==> src/rtl/button_debouncer.sv <==
// Button debouncer: two-flop synchroniser followed by a four-state debounce FSM.
// The debounced level flips only after the synchronised input has disagreed with
// it on STABLE_CYCLES+1 consecutive edges (entry into WAIT plus STABLE_CYCLES
// counted cycles). One-cycle pulses mark each accepted edge, and a wrapping
// counter tracks accepted presses.
//
// Ports:
//   clk         - rising-edge clock
//   rst         - synchronous, active-high reset
//   btn_in      - raw asynchronous button input (1 = pressed)
//   btn_level   - debounced level (registered)
//   rise_pulse  - one-cycle pulse on each accepted 0->1 flip
//   fall_pulse  - one-cycle pulse on each accepted 1->0 flip
//   press_count - number of accepted presses, wraps modulo 2^PCNT_W
module button_debouncer #(
  parameter int unsigned STABLE_CYCLES = 1000,
  parameter int unsigned CNT_W         = 16,
  parameter int unsigned PCNT_W        = 8
) (
  input  logic              clk,
  input  logic              rst,
  input  logic              btn_in,
  output logic              btn_level,
  output logic              rise_pulse,
  output logic              fall_pulse,
  output logic [PCNT_W-1:0] press_count
);

  // Reject parameter sets where the terminal count cannot be represented.
  if (STABLE_CYCLES < 1 || 64'(STABLE_CYCLES) > ((64'(1) << CNT_W) - 64'(1))) begin : g_param_check
    $error("button_debouncer: STABLE_CYCLES must be in 1 .. 2^CNT_W-1");
  end

  localparam logic [CNT_W-1:0] CNT_LAST = CNT_W'(STABLE_CYCLES - 1);

  typedef enum logic [1:0] {
    IDLE_LO = 2'd0,
    WAIT_HI = 2'd1,
    IDLE_HI = 2'd2,
    WAIT_LO = 2'd3
  } state_e;

  logic              sync1_q, sync2_q;
  state_e            state_q, state_d;
  logic [CNT_W-1:0]  cnt_q, cnt_d;
  logic              level_q, level_d;
  logic              rise_q, rise_d;
  logic              fall_q, fall_d;
  logic [PCNT_W-1:0] pcnt_q, pcnt_d;

  // Next-state and output logic; cnt defaults to 0 so only WAIT can advance it.
  always_comb begin
    state_d = state_q;
    cnt_d   = '0;
    level_d = level_q;
    rise_d  = 1'b0;
    fall_d  = 1'b0;
    pcnt_d  = pcnt_q;
    unique case (state_q)
      IDLE_LO: begin
        if (sync2_q != level_q) state_d = WAIT_HI;
      end
      IDLE_HI: begin
        if (sync2_q != level_q) state_d = WAIT_LO;
      end
      WAIT_HI: begin
        if (sync2_q == level_q) begin
          state_d = IDLE_LO;
        end else if (cnt_q == CNT_LAST) begin
          state_d = IDLE_HI;
          level_d = 1'b1;
          rise_d  = 1'b1;
          pcnt_d  = pcnt_q + PCNT_W'(1);
        end else begin
          cnt_d = cnt_q + CNT_W'(1);
        end
      end
      WAIT_LO: begin
        if (sync2_q == level_q) begin
          state_d = IDLE_HI;
        end else if (cnt_q == CNT_LAST) begin
          state_d = IDLE_LO;
          level_d = 1'b0;
          fall_d  = 1'b1;
        end else begin
          cnt_d = cnt_q + CNT_W'(1);
        end
      end
      default: state_d = IDLE_LO;
    endcase
  end

  // State register, synchroniser and registered outputs.
  always_ff @(posedge clk) begin
    if (rst) begin
      sync1_q <= 1'b0;
      sync2_q <= 1'b0;
      state_q <= IDLE_LO;
      cnt_q   <= '0;
      level_q <= 1'b0;
      rise_q  <= 1'b0;
      fall_q  <= 1'b0;
      pcnt_q  <= '0;
    end else begin
      sync1_q <= btn_in;
      sync2_q <= sync1_q;
      state_q <= state_d;
      cnt_q   <= cnt_d;
      level_q <= level_d;
      rise_q  <= rise_d;
      fall_q  <= fall_d;
      pcnt_q  <= pcnt_d;
    end
  end

  assign btn_level   = level_q;
  assign rise_pulse  = rise_q;
  assign fall_pulse  = fall_q;
  assign press_count = pcnt_q;

endmodule
==> config.mk <==
export PLATFORM = sky130hd
export DESIGN_NAME = button_debouncer
export DESIGN_NICKNAME = d
export VERILOG_FILES = /design/src/rtl/button_debouncer.sv
export SDC_FILE = /design/constraint.sdc
export NUM_CORES = 1
export LEC_CHECK = 0
export CAP_MARGIN = 20
export CORE_MARGIN = 1
export CORE_UTILIZATION = 61
export CTS_BUF_LIST = sky130_fd_sc_hd__clkbuf_4
export CTS_CLUSTER_DIAMETER = 60
export CTS_CLUSTER_SIZE = 14
export DETAILED_ROUTE_END_ITERATION = 8
export GPL_ROUTABILITY_DRIVEN = 1
export PLACE_DENSITY_LB_ADDON = 0.25
export SLEW_MARGIN = 40
export SYNTH_ARGS = -nofsm -noshare
export SYNTH_HDL_FRONTEND = slang
export SYNTH_SLANG_ARGS = --single-unit
==> constraint.sdc <==
create_clock -name clk -period 3 [get_ports clk]
set_clock_uncertainty 0.15 [all_clocks]
set_input_delay 0.6 -clock clk [delete_from_list [all_inputs] [get_ports clk]]
set_output_delay 0.6 -clock clk [all_outputs]
set_load 0.01 [all_outputs]
==> results.yml <==
route:
  antenna_left: 0
  drt-total-wl_um: 2693
  vias: 1183
  drtIter0Drc: 22
  wl_met3_um: 104
  topRoutingLayerUsed: "met4"
  routed_via_density: 5.856
  m1WireLength_um: 1263
  detail_route.wl_per_cell_um: 13.33
  drtPass1Iterations: 4
  drc_errors: 0
  met2_length_um: 1240
cts:
  cts_hold_buf: 0
  post_cts_resize_count: 0
  path_clk_slew_ps: 90
  cts-buffers-inserted: 5
  h-tree-depth: 2
  clkSinkCount: 31
  post_cts_buffers: 0
  cts_root_buf: "clkbuf_4"
  clk_path_buf_depth: 2
  worstSkewPairLatency_ps: 340
  cts_tree: "built"
pwr:
  power_density_nw_per_um2: 458.5
  leakagePower_nw: 0.5549
  peakVddDrop_uv: 389.5
synthesis:
  synthMuxAreaShare_pct: 3.780
  synth_top_area_share_pct: 42.61
  syn-num-nets: 164
  yosysTopAreaCell: "dfxtp_1"
  synth_top_family_by_area: "simple AND/OR/NAND/NOR gates"
  synth_xor_area_share_pct: 7.216
  syn_avg_cell_area_um2: 9.160
  synth_compound_area_share_pct: 8.247
  synth_area_um2: 1456
  yosys.area_share.simple_pct: 31.70
  synth-seq-cells: 31
  yosys_warnings: 0
  synth_fa_ha_area_share_pct: 1.718
  syn_inst: 159
  ys_top_cells_by_area: "dfxtp_1, xor2_1, nor2_1"
  yosysSeqAreaShare_pct: 42.61
  yosys.cell_types.count: 36
worst_setup_path:
  path_depth: 5
  crit_chain: "ha_1, and3_1, nand4_2, o21ai_2, nor2_1"
  required_ps: 3060
  cp_max_fo: 16
  cp-end-kind: "flip-flop"
  cpPeakStageDelay_ps: 640
  ff2ff_setup_slack_ps: 700
  start_kind: "flip-flop"
  critPathSlowestCell: "o21ai_2"
  crit_end: "cnt_q[5]$_SDFF_PP0_"
  crit_type: "flip-flop to flip-flop"
  r2r_start: "cnt_q[0]$_SDFF_PP0_"
  cp_num_buf_inv: 0
  r2r-end: "cnt_q[5]$_SDFF_PP0_"
  arrival_ps: 2350
  cp_top_family: "simple AND/OR/NAND/NOR gates"
  ff2ff_path_depth: 5
  startpoint: "cnt_q[0]$_SDFF_PP0_"
timing:
  hold_viol: 0
  setup_viol: 0
  slew_headroom_pct: 55.66
  fmax_mhz: 435.5
  finalCritPeriodShare_pct: 76.54
  rsz0062_at_grt: "false"
  finalMaxSlewViolations: 0
  worst_pin_slew_ps: 665.0
  period_needed_ps: 2296
  fin_ws_ps: 703.7
  finalSetupTns_ps: 0
floorplan:
  ioPinCount: 14
  core_area_um2: 2233
  dieArea_um2: 2587
  num_rows: 17
  die_x_um: 50.86
  initial_utilization_pct: 65.21
  die_y_um: 50.86
global_route:
  grt_overflow: 0
  grtUsageTotal_pct: 23.48
  grt_max_degree: 21
  antenna_found_initial: 0
  grt_pass1_wl_um: 4360
  grt_pass1_vias: 1022
final_layout:
  drive_above_1_share_pct: 10.34
  n_antenna_cell: 0
  num-nets-final: 178
  syn_to_final_growth_pct: 13.92
  design_area_um2: 1659
  num-fill-cells: 179
  fin_cells: 202
placed_design:
  dp_worst_setup_slack_ps: 741.2
  dp_hpwl_um: 1910
  dp_cells: 194
  gp_congestion: 0.8504
  dpl_cell_area_um2: 1583
  portBuffers: 13
flow_run:
  max_cap_violations: 0
min_path:
  hold_path_class: "flip-flop to flip-flop"
  hp-start: "cnt_q[0]$_SDFF_PP0_"
status:
  run_status: "finished, final reports clean"
metal layers:
layer / GRT usage (%) / vias to the layer above
li1: - / 593
met2: 37.11 / 24
met3: 6.548 / 10
met5: 0 / -
met1: 27.43 / 556
met4: 16.20 / 0
logic make-up (layout without fill, tap and decap cells):
kind of cell,after synthesis,count (layout)
AOI/OAI and AO/OA,21,21
xor gates and xnor gates,12,12
adders and majority gates,2,2
buffers and inverters,13,28
DFF,31,31
muxes,5,5
and+or+nand+nor,75,75
cell type report:
type                    instances  area (um2)  share of cell area [%]
repair buffers                 14       137.6                   8.296
multi-input cells             115       767.0                   46.23
clock inverters                 3       38.79                   2.338
inverters                       6       22.52                   1.357
well taps                      28       35.03                   2.112
flip-flops and latches         31       620.6                   37.41
clock buffers                   5       37.54                   2.262
power by group:
group	internal [mW]	switching (mW)
logic	0.0105	0.0116
clock network	0.171	0.147
registers	0.415	0.00500
total	0.597	0.164
how the worst min path moves through the flow:
stage / endpoint / slack (ps) / cells after the start
4_1_cts: cnt_q[0]$_SDFF_PP0_ / 310 / 1
2_1_floorplan: cnt_q[0]$_SDFF_PP0_ / 260 / 1
6_report: cnt_q[0]$_SDFF_PP0_ / 300 / 1
3_3_place_gp: cnt_q[0]$_SDFF_PP0_ / 270 / 1
5_1_grt: sync2_q$_SDFF_PP0_ / 340 / 1
3_5_place_dp: sync2_q$_SDFF_PP0_ / 280 / 1
sequential cells by signal, indices dropped and copies added, names as in the netlist, named ones only:
name and flops:
cnt_q 16, press_count 8, btn_level 1, fall_pulse 1, rise_pulse 1, state_q 1
sync1_q 1, sync2_q 1
through the flow:
stage | utilization (%) | hold slack [ps] | total power, mW
after global routing | 74.29 | 338.6 | 0.7904
after floorplan | - | 263.0 | 0.4419
final | 74.29 | 305.0 | 0.7607
after detailed placement | 70.87 | 283.6 | 0.4510
after global placement | 70.87 | 270.8 | 0.4497
after CTS | 74.29 | 310.5 | 0.7712
cells in the mapped netlist:
cell type	count
nor4b_2	2
inv_1	6
nand3_2	1
and3_1	5
nor4_2	2
o31ai_1	3
or3_1	4
xor2_1	9
a31oi_1	1
nand2b_1	2
buf_4	3
ha_1	2
mux2_1	4
nor2_1	19
o21ai_0	7
nor2b_1	5
or3_4	1
nand4_2	3
buf_6	1
clkbuf_1	2
buf_2	1
dfxtp_1	31
xnor2_1	3
nor4_1	2
a21oi_1	8
mux2i_1	1
o21ai_2	1
nand3_1	7
or4_1	4
nand2_1	6
and2_1	1
a211oi_1	1
nor3b_1	1
nand4_1	6
nor3_1	3
and4b_1	1
placed cells by master, fill, tap and decap left out, drive strengths merged, types with 2 or more instances in the layout:
master,count
nand4,9
or3,5
clkbuf,5
a21oi,8
mux2,4
xnor2,3
nor2b,5
o31ai,3
nand2b,2
ha,2
dfxtp,31
nor3,3
nor2,19
inv,6
or4,4
nor4,4
clkdlybuf4s50,13
nand2,6
and3,5
nor4b,2
clkinv,2
nand3,8
xor2,9
o21ai,8
worst reg2reg max path, delay by kind of cell (launching register included):
family / cells / cell delay [ps]
and+or+nand+nor: 3 / 800
AOI/OAI and AO/OA: 1 / 640
DFF: 1 / 360
adders and majority gates: 1 / 210
Note: power is estimated with default switching activity, not from simulation.
==> RTL change 1: new RTL, same settings <==
The parameter `CNT_W` goes from 16 to 32.
--- a/src/rtl/button_debouncer.sv
+++ b/src/rtl/button_debouncer.sv
@@ -14,7 +14,7 @@
 //   press_count - number of accepted presses, wraps modulo 2^PCNT_W
 module button_debouncer #(
   parameter int unsigned STABLE_CYCLES = 1000,
-  parameter int unsigned CNT_W         = 16,
+  parameter int unsigned CNT_W         = 32,
   parameter int unsigned PCNT_W        = 8
 ) (
   input  logic              clk,
Check against the original RTL: no difference found for any inputs over 10 cycles, from zero or initial values and one cycle with rst high; that may be too few to reach the edited logic, so the function may still have changed.
==> RTL change 1 against the original RTL <==
  * Sequential cell count rose by 16
  * Count of clock-buffer cells in the layout rose by 1
  * Global-route usage rose by 2.7 points
  * Wire length rose by 77%
  * Area after synthesis rose by 57%
  * Cell area rose by 53%
  * Worst setup slack got worse by 360 ps
  * Total power rose by 46%
  * Core utilization fell by 0.91 points
  * Combinational power fell by 38%
  * Via count rose by 73%
  * Largest cell class unchanged
==> RTL change 1: results (changes against the original RTL) <==
The run finished with clean final reports. The clock tree root buffer cell was clkbuf_4 (unchanged). The highest ir drop seen on vdd was 0.000361 V (was 0.000390 V). The tools report the met1 track demand over resource in global routing as 34.7% (was 27.4%). Final net count: 280 (was 178). The run gives 2051 (was 1183) as the total number of vias. The tools report the first-pass GRT wire length as 8390 µm (was 4360 µm). For the clock latency on the worst-skew pair, the log shows 370 ps (was 340 ps).

The family with the most delay on the worst path was simple AND/OR/NAND/NOR gates (unchanged). The clock slew seen by the registers of the worst setup and hold paths was 140 ps (was 90 ps); the proportion of layout cells with a drive suffix above 1 was 9.42% (was 10.3%). For the combined global-route utilization of all metal layers, the log shows 26.2% (was 23.5%). The class of the most critical hold timing path was register to register (unchanged).

The logs give 390 ps (was 741 ps) for the pre-CTS worst setup slack and 4760 µm (was 2690 µm) for the wire length after detailed routing. The number of antenna repair diodes is 0 (unchanged), and the number of input and output port buffers inserted is 13 (unchanged). The met3 usage in global routing was 3.26% (was 6.55%). The number of setup buffers added after CTS is 0 (unchanged). Most area-consuming cells after synthesis: dfxtp_1 (41%), nand3_1 (4.4%), nand4_1 (4.1%) (was dfxtp_1 (43%), xor2_1 (5.4%), nor2_1 (4.9%)).

Final weighted congestion of routability-driven global placement: 0.834 (was 0.850). Number of distinct library cell variants in the gate-level netlist after synthesis: 40 (was 36). The tools report the synthesized netlist cell count as 266 (was 159). Cell with the largest stage delay on the worst path: nor4_1 (was o21ai_2). Initial antenna violation count: 0 (unchanged). The count of placed standard cells including taps was 314 (was 194); the number of buffers on the longest clock path was 2 (unchanged). The top register by number of flip-flops is cnt_q (unchanged). The number of global-route vias before repair was 1871 (was 1022). Maximum fanout encountered on the critical timing path: 12 (was 16). The initial detailed-routing violation count came out at 140 (was 22).

The tools report the endpoint arrival time on the critical path as 2780 ps (was 2350 ps). Number of flip-flops in the largest register: 32 (was 16). Cell types with the highest counts after synthesis: dfxtp_1 (47), nor2_1 (22), nand3_1 (20) (was dfxtp_1 (31), nor2_1 (19), xor2_1 (9)). The global-route met2 utilization was 42.9% (was 37.1%). The top flip-flop cell by instance count after synthesis is dfxtp_1 (unchanged). The worst relative slew slack is 53.2% (was 55.7%), and the total placed instance area is 2440 µm² (was 1580 µm²). The run gives 5 (unchanged) as the number of CTS-inserted buffers. The number of resized instances in the post-cts repair step came out at 0 (unchanged).

The count of H-tree levels built during CTS is 2 (unchanged). The tools report the number of warnings reported in the yosys synthesis log as 0 (unchanged). Leakage power total: 0.000788 µW (was 0.000555 µW). The worst stage delay on the critical path is 710 ps (was 640 ps), and the mean routed wirelength per cell is 14.8 µm (was 13.3 µm). The run gives 32 (was 21) as the maximum number of pins on one net before global-route repair. The first-pass iteration count of the detailed router came out at 5 (was 4). For the register area share after synthesis, the log shows 41.1% (was 42.6%). The post-DP HPWL is 3400 µm (was 1910 µm), and the fraction of synthesis flops using an asynchronous set or reset pin is 0% (unchanged).
[RTL change 1: changes by cell type in the layout (fill, tap and decap cells not counted), moves of 4 or more]
cell | unedited run | this run
nand4_1 | 6 | 15
nand3_1 | 7 | 20
or3_1 | 4 | 9
or4_1 | 4 | 10
nor2b_1 | 5 | 9
mux2_2 | 0 | 7
dfxtp_1 | 31 | 47
nor4_1 | 2 | 14
a21oi_1 | 8 | 18
o31ai_1 | 3 | 10
mux2_1 | 4 | 0
nand2_1 | 6 | 12
[RTL change 1: path summary, 6_finish.rpt]
check / cells after the start / from / slack [ps] / to
worst max register to register: 4 / cnt_q[2] / 350 / press_count[0]
worst min-delay path: 1 / sync1_q / 320 / sync2_q
worst max-delay path: 4 / cnt_q[2] / 350 / press_count[0]
worst min register to register: 1 / sync1_q / 320 / sync2_q
[RTL change 1: logic make-up after synthesis]
group,synth area share [%]
and+or+nand+nor,34.4
DFF,41.1
AOI/OAI and AO/OA,10.8
buffers and inverters,3.77
xor gates and xnor gates,4.59
muxes,4.32
adders and majority gates,1.09
[RTL change 1: area by class of cell]
cell class / count / area, µm²
multi-input cells: 200 / 1270
flip-flops and latches: 47 / 941
fillers: 292 / 923
repair buffers: 16 / 153
clock inverters: 2 / 60.1
well taps: 46 / 57.6
clock buffers: 6 / 45.0
inverters: 5 / 18.8
[RTL change 1: power by group]
group	leakage [µW]	internal [µW]	switching, µW	total (µW)
registers	0.000379	626	0.875	627
clock network	0.0000559	269	201	470
logic	0.000353	5.78	8.07	13.8
total	0.000788	901	210	1110
[RTL change 1: per-layer routing]
layer	wire length [µm]	part of all wire (%)
met3	254	5.3
met1	2300	48
met4	54	1.1
met2	2150	45
met5	0	0
==> RTL change 2: new RTL, same flow settings <==
Made on the original files. Re-encode `state_e` (4 states) as Gray code, 2 bits wide.
--- a/src/rtl/button_debouncer.sv
+++ b/src/rtl/button_debouncer.sv
@@ -34,10 +34,10 @@
   localparam logic [CNT_W-1:0] CNT_LAST = CNT_W'(STABLE_CYCLES - 1);
 
   typedef enum logic [1:0] {
-    IDLE_LO = 2'd0,
-    WAIT_HI = 2'd1,
-    IDLE_HI = 2'd2,
-    WAIT_LO = 2'd3
+    IDLE_LO = 2'b00,
+    WAIT_HI = 2'b01,
+    IDLE_HI = 2'b11,
+    WAIT_LO = 2'b10
   } state_e;
 
   logic              sync1_q, sync2_q;
Formal check against the unedited RTL: same outputs for any inputs over 10 cycles, from zero or initial values and one cycle with rst high; not proved beyond that.
==> RTL change 2 against the original RTL <==
  * Global-route usage increased by 3.9 points
  * Maximum frequency increased by 1.3%
  * Sequential share of layout area decreased by 1.6 points
  * Area after synthesis increased by 5.6%
  * Non-clock buffer count increased by 1
  * Cell area increased by 4.5%
  * Critical path type unchanged
  * Largest cell class unchanged
  * Wire length increased by 24%
  * Synthesized cell count increased by 9.4%
  * Die area increased by 5.4%
  * Worst setup slack improved by 28 ps
  * Sequential cell count unchanged
Power is not compared: it rests on default switching activity, and its combinational part moved more than twofold at a synthesized area within 25%.
==> RTL change 2: results (changes against the original RTL) <==
Number of setup buffers added after CTS: 0 (unchanged). The xor/xnor cell area share of the yosys netlist is 9.03% (was 7.22%). The average cell area after synthesis came out at 8.84 µm² (was 9.16 µm²). The final net count was 197 (was 178). The number of flip-flops in the largest register works out to 16 (unchanged). Total number of vias: 1362 (was 1183). The cell with the largest stage delay on the worst path was nand3_1 (was o21ai_2). At the later pin of the worst-skew pair, clock insertion delay measures 330 ps.

The met3 usage in global routing is 9.57% (was 6.55%). Summed over all cells, the static leakage comes to 0.000571 µW. The initial detailed-routing violation count is 32 (was 22). The pre-CTS worst setup slack is 743 ps (was 741 ps), and the met1 track demand over resource in global routing is 30.0% (was 27.4%). The post-synthesis adder-cell area fraction was 4.88% (was 1.72%). The logs give 37 (was 36) for the number of distinct library cell variants in the gate-level netlist after synthesis and 0.000336 V for the highest ir drop seen on vdd.

Class of the most critical hold timing path: register to register (unchanged). The final standard cell count with taps included and fillers excluded is 217 (was 202), and the count of H-tree levels built during CTS is 2 (unchanged). The clock slew seen by the registers of the worst setup and hold paths was 100 ps; the count of placed standard cells including taps was 209 (was 194).

The run gives 183 (was 164) as the number of nets produced by synthesis. The number of CTS-inserted buffers was 5 (unchanged). The register area share after synthesis is 40.4% (was 42.6%), and the first-pass iteration count of the detailed router is 4 (unchanged). The number of resized instances in the post-cts repair step was 0 (unchanged).

The flow ran to the end, and the final reports show no timing, DRC or antenna violations. The number of global-route vias before repair is 1298 (was 1022), and the transition at the pin with the smallest max-transition slack is 605 ps (was 665 ps). The multiplexer area fraction after synthesis was 2.12% (was 3.78%). Most area-consuming cells after synthesis: dfxtp_1 (40%), nor2_1 (5.4%), xnor2_1 (5.1%) (was dfxtp_1 (43%), xor2_1 (5.4%), nor2_1 (4.9%)).

The number of buffers on the longest clock path is 2 (unchanged). Cell types with the highest counts after synthesis: dfxtp_1 (31), nor2_1 (22), nand3_1 (12) (was dfxtp_1 (31), nor2_1 (19), xor2_1 (9)). The number of warnings reported in the yosys synthesis log is 0 (unchanged). The area fraction in compound gates after synthesis works out to 10.4% (was 8.25%).

The number of antenna repair diodes came out at 0 (unchanged). The initial antenna violation count is 0 (unchanged), and the maximum fanout encountered on the critical timing path is 16 (unchanged). For the wire length after detailed routing, the log shows 3340 µm (was 2690 µm).

The endpoint arrival time on the critical path was 2310 ps (was 2350 ps); the combined global-route utilization of all metal layers was 27.4% (was 23.5%). The logs give 5400 µm (was 4360 µm) for the first-pass GRT wire length and 2340 µm (was 1910 µm) for the post-DP HPWL. Fraction of synthesis flops using an asynchronous set or reset pin: 0% (unchanged).

The family with the most delay on the worst path is simple AND/OR/NAND/NOR gates (unchanged). The proportion of layout cells with a drive suffix above 1 is 7.94% (was 10.3%). The tools report the maximum number of pins on one net before global-route repair as 18 (was 21). The global-route met2 utilization was 47.0% (was 37.1%).

The final weighted congestion of routability-driven global placement is 0.882 (was 0.850). The top register by number of flip-flops was cnt_q (unchanged). The number of input and output port buffers inserted is 13 (unchanged), and the worst stage delay on the critical path is 470 ps (was 640 ps). The tools report the clock tree root buffer cell as clkbuf_4 (unchanged).
==> RTL change 2: cell count changes after synthesis, sizes merged, moves of 3 or more <==
cell	before	now
nor2	19	22
o21ai	8	4
a21oi	8	5
ha	2	6
o41ai	0	3
or2	0	3
nand3	8	12
nor4	4	8
o311ai	0	4
xnor2	3	9
and4	0	3
or3	5	2
xor2	9	6
==> RTL change 2: kinds of logic (layout without fill, tap and decap cells) <==
kind of cell	count (synthesis)	in the layout
AO/OA/AOI/OAI	23	23
XOR/XNOR	15	15
adder cells (fa/ha/maj)	6	6
buffers and inverters	14	29
flip-flops	31	31
multiplexers	3	3
AND/OR/NAND/NOR	82	82
==> RTL change 2: final cells by class <==
type	count	area (µm²)
fill	167	563
sequential	31	621
clock inverter	2	7.51
tap	28	35.0
multi-input combinational	129	858
inverter	6	22.5
clock buffer	6	45.0
timing repair buffer	15	145
==> RTL change 2: worst reg2reg max path: stages (launching register included) <==
cell,delay [ps]
dfxtp_1,390
ha_1,250
and3_1,200
nand4_1,290
buf_4,280
nand3_1,470
nor2_1,120
==> RTL change 2: path summary, 6_finish.rpt <==
| check | startpoint | end | slack [ps] | cells past startpoint |
|---|---|---|---|---|
| max | cnt_q[0] | cnt_q[7] | 730 | 6 |
| min reg2reg | sync1_q | sync2_q | 300 | 1 |
| max reg2reg | cnt_q[0] | cnt_q[7] | 730 | 6 |
| min | sync1_q | sync2_q | 300 | 1 |
==> RTL change 2: metal layers <==
layer / vias to the layer above / wire length, µm / share of wire (%)
li1: 666 / - / -
met1: 637 / 1400 / 42
met2: 52 / 1670 / 50
met3: 7 / 212 / 6.4
met4: 0 / 57 / 1.7
met5: - / 0 / 0
==> RTL change 2: metrics by stage <==
| stage | cell area (µm²) | hold slack, ps |
|---|---|---|
| 2_1_floorplan | 1540 | 264 |
| 5_1_grt | 1730 | 309 |
| 3_5_place_dp | 1680 | 293 |
| 6_report | 1730 | 298 |
| 4_1_cts | 1730 | 316 |
| 3_3_place_gp | 1680 | 269 |
==> RTL change 2: power by group through the flow <==
stage	sequential (µW)	combinational [µW]	clock [µW]
2_1_floorplan	431	34.3	0
3_3_place_gp	432	42.7	0
3_5_place_dp	432	47.0	0
4_1_cts	423	47.3	238
5_1_grt	424	52.9	258
6_report	423	48.0	235
